`config.mk`:
```
export PLATFORM = sky130hd
export DESIGN_NAME = axis_pkt_fifo
export DESIGN_NICKNAME = d
export VERILOG_FILES = /design/src/rtl/axis_pkt_fifo.sv
export SDC_FILE = /design/constraint.sdc
export NUM_CORES = 1
export LEC_CHECK = 0
export CAP_MARGIN = 20
export CORE_UTILIZATION = 50
export DETAILED_ROUTE_END_ITERATION = 8
export PLACE_DENSITY = 0.68
export SLEW_MARGIN = 20
export SYNTH_ARGS = -nofsm -noshare
export SYNTH_HDL_FRONTEND = slang
export SYNTH_SLANG_ARGS = --single-unit
```
`constraint.sdc`:
```
create_clock -name clk -period 4.7 [get_ports clk]
set_input_delay 0.47 -clock clk [delete_from_list [all_inputs] [get_ports clk]]
set_output_delay 0.47 -clock clk [all_outputs]
set_load 0.005 [all_outputs]
```
`src/rtl/axis_pkt_fifo.sv`:
```
// AXI-Stream FIFO (data + TLAST), first-word-fall-through, optional store-and-forward with oversize-packet drop.
// Latency: a beat is visible on m_axis the cycle after its write (cut-through) or after its packet's TLAST write (packet mode).
// Backpressure: s_axis_tready = !full while accepting; forced high while discarding an oversize packet.
module axis_pkt_fifo #(
    parameter int DATA_WIDTH  = 8,
    parameter int DEPTH       = 16,
    parameter int PACKET_MODE = 0,
    parameter int AF_THRESH   = DEPTH - 2,
    parameter int AE_THRESH   = 2
) (
    input  logic                       clk,
    input  logic                       rst,
    input  logic [DATA_WIDTH-1:0]      s_axis_tdata,
    input  logic                       s_axis_tvalid,
    input  logic                       s_axis_tlast,
    output logic                       s_axis_tready,
    output logic [DATA_WIDTH-1:0]      m_axis_tdata,
    output logic                       m_axis_tvalid,
    output logic                       m_axis_tlast,
    input  logic                       m_axis_tready,
    output logic [$clog2(DEPTH):0]     level,
    output logic                       almost_full,
    output logic                       almost_empty,
    output logic                       pkt_dropped
);

    localparam int AW = $clog2(DEPTH);
    localparam int PW = AW + 1;
    localparam logic [PW-1:0] PTR_ONE = 1;
    localparam logic [PW-1:0] DEPTH_P = PW'(DEPTH);
    localparam logic [PW-1:0] AF_P    = PW'(AF_THRESH);
    localparam logic [PW-1:0] AE_P    = PW'(AE_THRESH);

    typedef enum logic {ACCEPT, DROP} state_t;

    // Storage: TLAST kept in the top bit alongside the data.
    logic [DATA_WIDTH:0] r_mem [DEPTH];

    state_t        r_state;
    logic [PW-1:0] r_wr_ptr;
    logic [PW-1:0] r_commit_ptr;
    logic [PW-1:0] r_rd_ptr;
    logic          r_pkt_dropped;

    state_t        w_state_nxt;
    logic [PW-1:0] w_wr_ptr_nxt;
    logic [PW-1:0] w_commit_ptr_nxt;
    logic          w_drop_pulse;
    logic          w_mem_we;

    logic [PW-1:0] w_level;
    logic [PW-1:0] w_uncommitted;
    logic          w_full;
    logic          w_empty_vis;
    logic          w_wr;
    logic          w_rd;

    assign w_level       = r_wr_ptr - r_rd_ptr;
    assign w_uncommitted = r_wr_ptr - r_commit_ptr;
    assign w_full        = (w_level == DEPTH_P);
    assign w_empty_vis   = (r_commit_ptr == r_rd_ptr);

    assign s_axis_tready = (r_state == DROP) ? 1'b1 : !w_full;
    assign m_axis_tvalid = !w_empty_vis;
    assign w_wr          = s_axis_tvalid && s_axis_tready;
    assign w_rd          = m_axis_tvalid && m_axis_tready;

    // Head entry is read combinationally; it only moves when rd_ptr advances, so it holds under stall.
    assign {m_axis_tlast, m_axis_tdata} = r_mem[r_rd_ptr[AW-1:0]];

    assign level        = w_level;
    assign almost_full  = (w_level >= AF_P);
    assign almost_empty = (w_level <= AE_P);
    assign pkt_dropped  = r_pkt_dropped;

    // Write-side FSM: next state, write/commit pointer updates and drop pulse.
    always_comb begin
        w_state_nxt      = r_state;
        w_wr_ptr_nxt     = r_wr_ptr;
        w_commit_ptr_nxt = r_commit_ptr;
        w_drop_pulse     = 1'b0;
        w_mem_we         = 1'b0;
        case (r_state)
            ACCEPT: begin
                if (w_wr) begin
                    w_mem_we     = 1'b1;
                    w_wr_ptr_nxt = r_wr_ptr + PTR_ONE;
                    // Cut-through exposes every beat; packet mode only on TLAST.
                    if (PACKET_MODE == 0 || s_axis_tlast) begin
                        w_commit_ptr_nxt = r_wr_ptr + PTR_ONE;
                    end
                end else if (PACKET_MODE != 0 && w_full && (w_uncommitted == DEPTH_P)) begin
                    // The partial packet owns the whole buffer and can never complete: discard it.
                    w_state_nxt  = DROP;
                    w_wr_ptr_nxt = r_commit_ptr;
                end
            end
            DROP: begin
                if (s_axis_tvalid && s_axis_tlast) begin
                    w_state_nxt  = ACCEPT;
                    w_drop_pulse = 1'b1;
                end
            end
            default: w_state_nxt = ACCEPT;
        endcase
    end

    // State and pointer registers; reset discards any partial or dropping packet.
    always_ff @(posedge clk or posedge rst) begin
        if (rst) begin
            r_state       <= ACCEPT;
            r_wr_ptr      <= '0;
            r_commit_ptr  <= '0;
            r_rd_ptr      <= '0;
            r_pkt_dropped <= 1'b0;
        end else begin
            r_state       <= w_state_nxt;
            r_wr_ptr      <= w_wr_ptr_nxt;
            r_commit_ptr  <= w_commit_ptr_nxt;
            r_rd_ptr      <= w_rd ? (r_rd_ptr + PTR_ONE) : r_rd_ptr;
            r_pkt_dropped <= w_drop_pulse;
        end
    end

    // Memory write; contents are intentionally not reset.
    always_ff @(posedge clk) begin
        if (w_mem_we) begin
            r_mem[r_wr_ptr[AW-1:0]] <= {s_axis_tlast, s_axis_tdata};
        end
    end

endmodule

```
==> impl_metrics.py <==
metrics = {
    "synth": {
        "synthTopCellsByArea": "edfxtp_1 (67%), mux4_2 (13%), dfrtp_1 (4.7%), mux4_1 (3.3%), ha_1 (1.8%)",
        "yosysTopAreaCell": "edfxtp_1",
        "yosysUniqueCellTypes": 39,
        "async_flop_share": 0.0769,
        "synthCells": 298,
        "ys.flop_type": "edfxtp_1",
        "synth_area_per_cell_um2": 21.6,
        "synth.net_count": 321,
        "synth_area_um2": 6420,
        "synth_edf_count": 144,
        "yosysWarnings": 0,
        "synth_top_cell_area_share": 0.673,
        "ys_seq_area_frac": 0.720,
        "synth-seq-cells": 156,
    },
    "timing": {
        "rsz0062_at_grt": "no",
        "fmax_mhz": 280,
        "fin_crit_sh": 0.761,
        "worst_slack_ps": 1120,
        "finClkSkew_ps": 7.84,
        "relSlewSlack": 0.504,
        "layout_min_cycle_time_ps": 3580,
        "slew_violations": 0,
        "worstMarginPinSlew_ps": 744,
        "setup-violations-final": 0,
        "finalSetupTns_ps": 0,
        "hold_viol": 0,
    },
    "route": {
        "drt_wl_total_mm": 12.0,
        "num_vias": 2989,
        "avgRoutedWirePerCell_um": 22.8,
        "remaining_drc_errors": 0,
        "drt_iter0_markers": 318,
        "routed.top_layer": "met4",
        "vias_per_cell": 5.69,
        "ant_nets": 0,
        "wl_met3_um": 818,
        "route.met2.wl_mm": 6.15,
        "dr.pass1.iters": 4,
        "drt-met1-wl_mm": 4.86,
    },
    "setup_path": {
        "critPathCaptureType": "primary output",
        "crit_path_max_incr_delay_ps": 570,
        "reg2reg_to": "r_mem[4][4]",
        "cp-start-kind": "register",
        "critPathMaxFanout": 4,
        "rr_startpoint": "r_commit_ptr[0]",
        "crit_type": "reg2out",
        "slowest_stage": "clkdlybuf4s50_1",
        "cp-startpoint": "r_commit_ptr[0]",
        "rr_worst_depth": 8,
        "cpMostUsedCell": "inv_1",
        "path_cells": "inv_1 > ha_1 > fa_1 > nand2b_1 > a21oi_4 > xnor2_1 > inv_1 > a2111oi_0 > clkdlybuf4s50_1",
        "r2r_setup_slack_ps": 1520,
        "critPathRequiredTime_ps": 4230,
        "crit_arrival_ps": 3110,
    },
    "die": {
        "pin_count": 32,
        "die_w_um": 115,
        "dieHeight_um": 115,
        "die-area_um2": 13300,
        "coreArea_um2": 12600,
        "row_count": 41,
        "start_util": 0.511,
    },
    "cells_and_area": {
        "area_growth_pct": 16.4,
        "nets": 363,
        "final_common_cell": "edfxtp_1",
        "layout_common_cells": "edfxtp_1 (144), mux4_2 (37), clkdlybuf4s50_1 (31)",
        "final_layout_size_suffix_gt1_frac": 0.229,
        "insertedDiodeCount": 0,
        "fillers": 901,
    },
    "clock_tree": {
        "clock_path_buffers": 2,
        "cts.sinks": 156,
        "postCtsHoldBufs": 0,
        "insertion_delay_ps": 430,
        "clock-root-buffer": "clkbuf_16",
        "cts_max_level": 4,
        "cts_tree": "yes",
        "cts.clk_slew.worst_paths_ps": 60,
        "cts_setup_buffers": 0,
        "cts_buffers": 17,
        "cts.repair.resized": 0,
    },
    "grt": {
        "grt_usage": 0.205,
        "grt_max_degree": 40,
        "grt_pass1_wl_mm": 18.3,
        "antenna_found_initial": 0,
        "grt_pass1_vias": 3161,
        "grt_remaining_overflow": 0,
    },
    "pwr": {
        "p_per_area_nw_per_um2": 678,
        "leakagePower_nw": 2.52,
        "peakVddDrop_mv": 0.719,
    },
    "outcome": {
        "status": "complete, no violations",
    },
    "placed_design": {
        "dp_slack_ps": 1540,
        "port_buffers": 31,
        "gp_congestion": 0.776,
        "dp_hpwl_mm": 7.27,
    },
    "hold_path": {
        "hp-class": "in2async",
    },
    "flow_run": {
        "timing.max_cap.violations": 0,
    },
}
[metrics by stage]
| step | power (mW) | instances | util | hold slack (ps) | area, µm² |
|---|---|---|---|---|---|
| global placement | 3.74 | 493 | 0.548 | 476 | 6880 |
| global route | 5.32 | 525 | 0.595 | 411 | 7470 |
| floorplan | 3.07 | 298 | - | 335 | 6420 |
| detailed placement | 3.76 | 493 | 0.548 | 483 | 6880 |
| finish | 5.06 | 525 | 0.595 | 365 | 7470 |
| CTS | 5.12 | 525 | 0.595 | 363 | 7470 |
[how the worst max path moves through the flow]
stage / end / depth (start not counted)
after CTS: almost_empty / 9
after floorplan: r_mem[10][0] / 10
after global placement: m_axis_tlast / 4
after detailed placement: r_mem[4][2] / 7
after global routing: almost_empty / 9
final: almost_empty / 9
[state kept, by name, summed over array words and instances (netlist names)]
| register | cells |
|---|---|
| pkt_dropped | 1 |
| r_mem | 144 |
| r_rd_ptr | 5 |
| r_state | 1 |
| r_commit_ptr | 5 |
[cells in the mapped netlist (all sizes together) (2+ instances only)]
cell type / n
nand2b: 3
and3: 13
inv: 9
and2: 5
buf: 8
nand3b: 2
dfrtp: 12
xor2: 5
a211oi: 2
nand4: 2
mux4: 45
clkbuf: 3
nor2: 4
nor2b: 3
a21oi: 4
xnor2: 7
mux2: 2
nand2: 7
edfxtp: 144
ha: 9
[critical path, delay by kind of cell, from the launching register on]
family	cells	cell delay (ps)
AOI/OAI and AO/OA	2	480
xor gates and xnor gates	1	140
adders and majority gates	2	660
buffers and inverters	3	790
DFF	1	410
and+or+nand+nor	1	200
[routing by layer]
| metal | GRT usage | vias to the layer above |
|---|---|---|
| met5 | 0 | - |
| met4 | 0.0935 | 0 |
| met3 | 0.0601 | 13 |
| met2 | 0.331 | 111 |
| met1 | 0.258 | 1540 |
| li1 | - | 1325 |
[where the power goes]
| group | leakage, nW | internal (mW) | switching [mW] |
|---|---|---|---|
| combinational | 0.791 | 1.02 | 0.886 |
| sequential | 1.45 | 1.70 | 0.108 |
| clock | 0.284 | 0.793 | 0.556 |
[cells by family after synthesis]
| logic type | after synthesis | synth area share |
|---|---|---|
| adders and majority gates | 10 | 0.0207 |
| and+or+nand+nor | 42 | 0.0376 |
| DFF | 156 | 0.720 |
| buffers and inverters | 20 | 0.0189 |
| muxes | 48 | 0.169 |
| xor gates and xnor gates | 12 | 0.0175 |
| AOI/OAI and AO/OA | 10 | 0.0158 |
[area by class of cell]
type,count,area [µm²],share of cell area
Sequential cell,156,4630,0.619
Multi-Input combinational cell,122,1680,0.224
Clock buffer,18,429,0.0574
Timing Repair Buffer,34,333,0.0445
Tap cell,172,215,0.0288
Clock inverter,14,161,0.0216
Inverter,9,33.8,0.00452
Power figures use the tool's default switching activity.
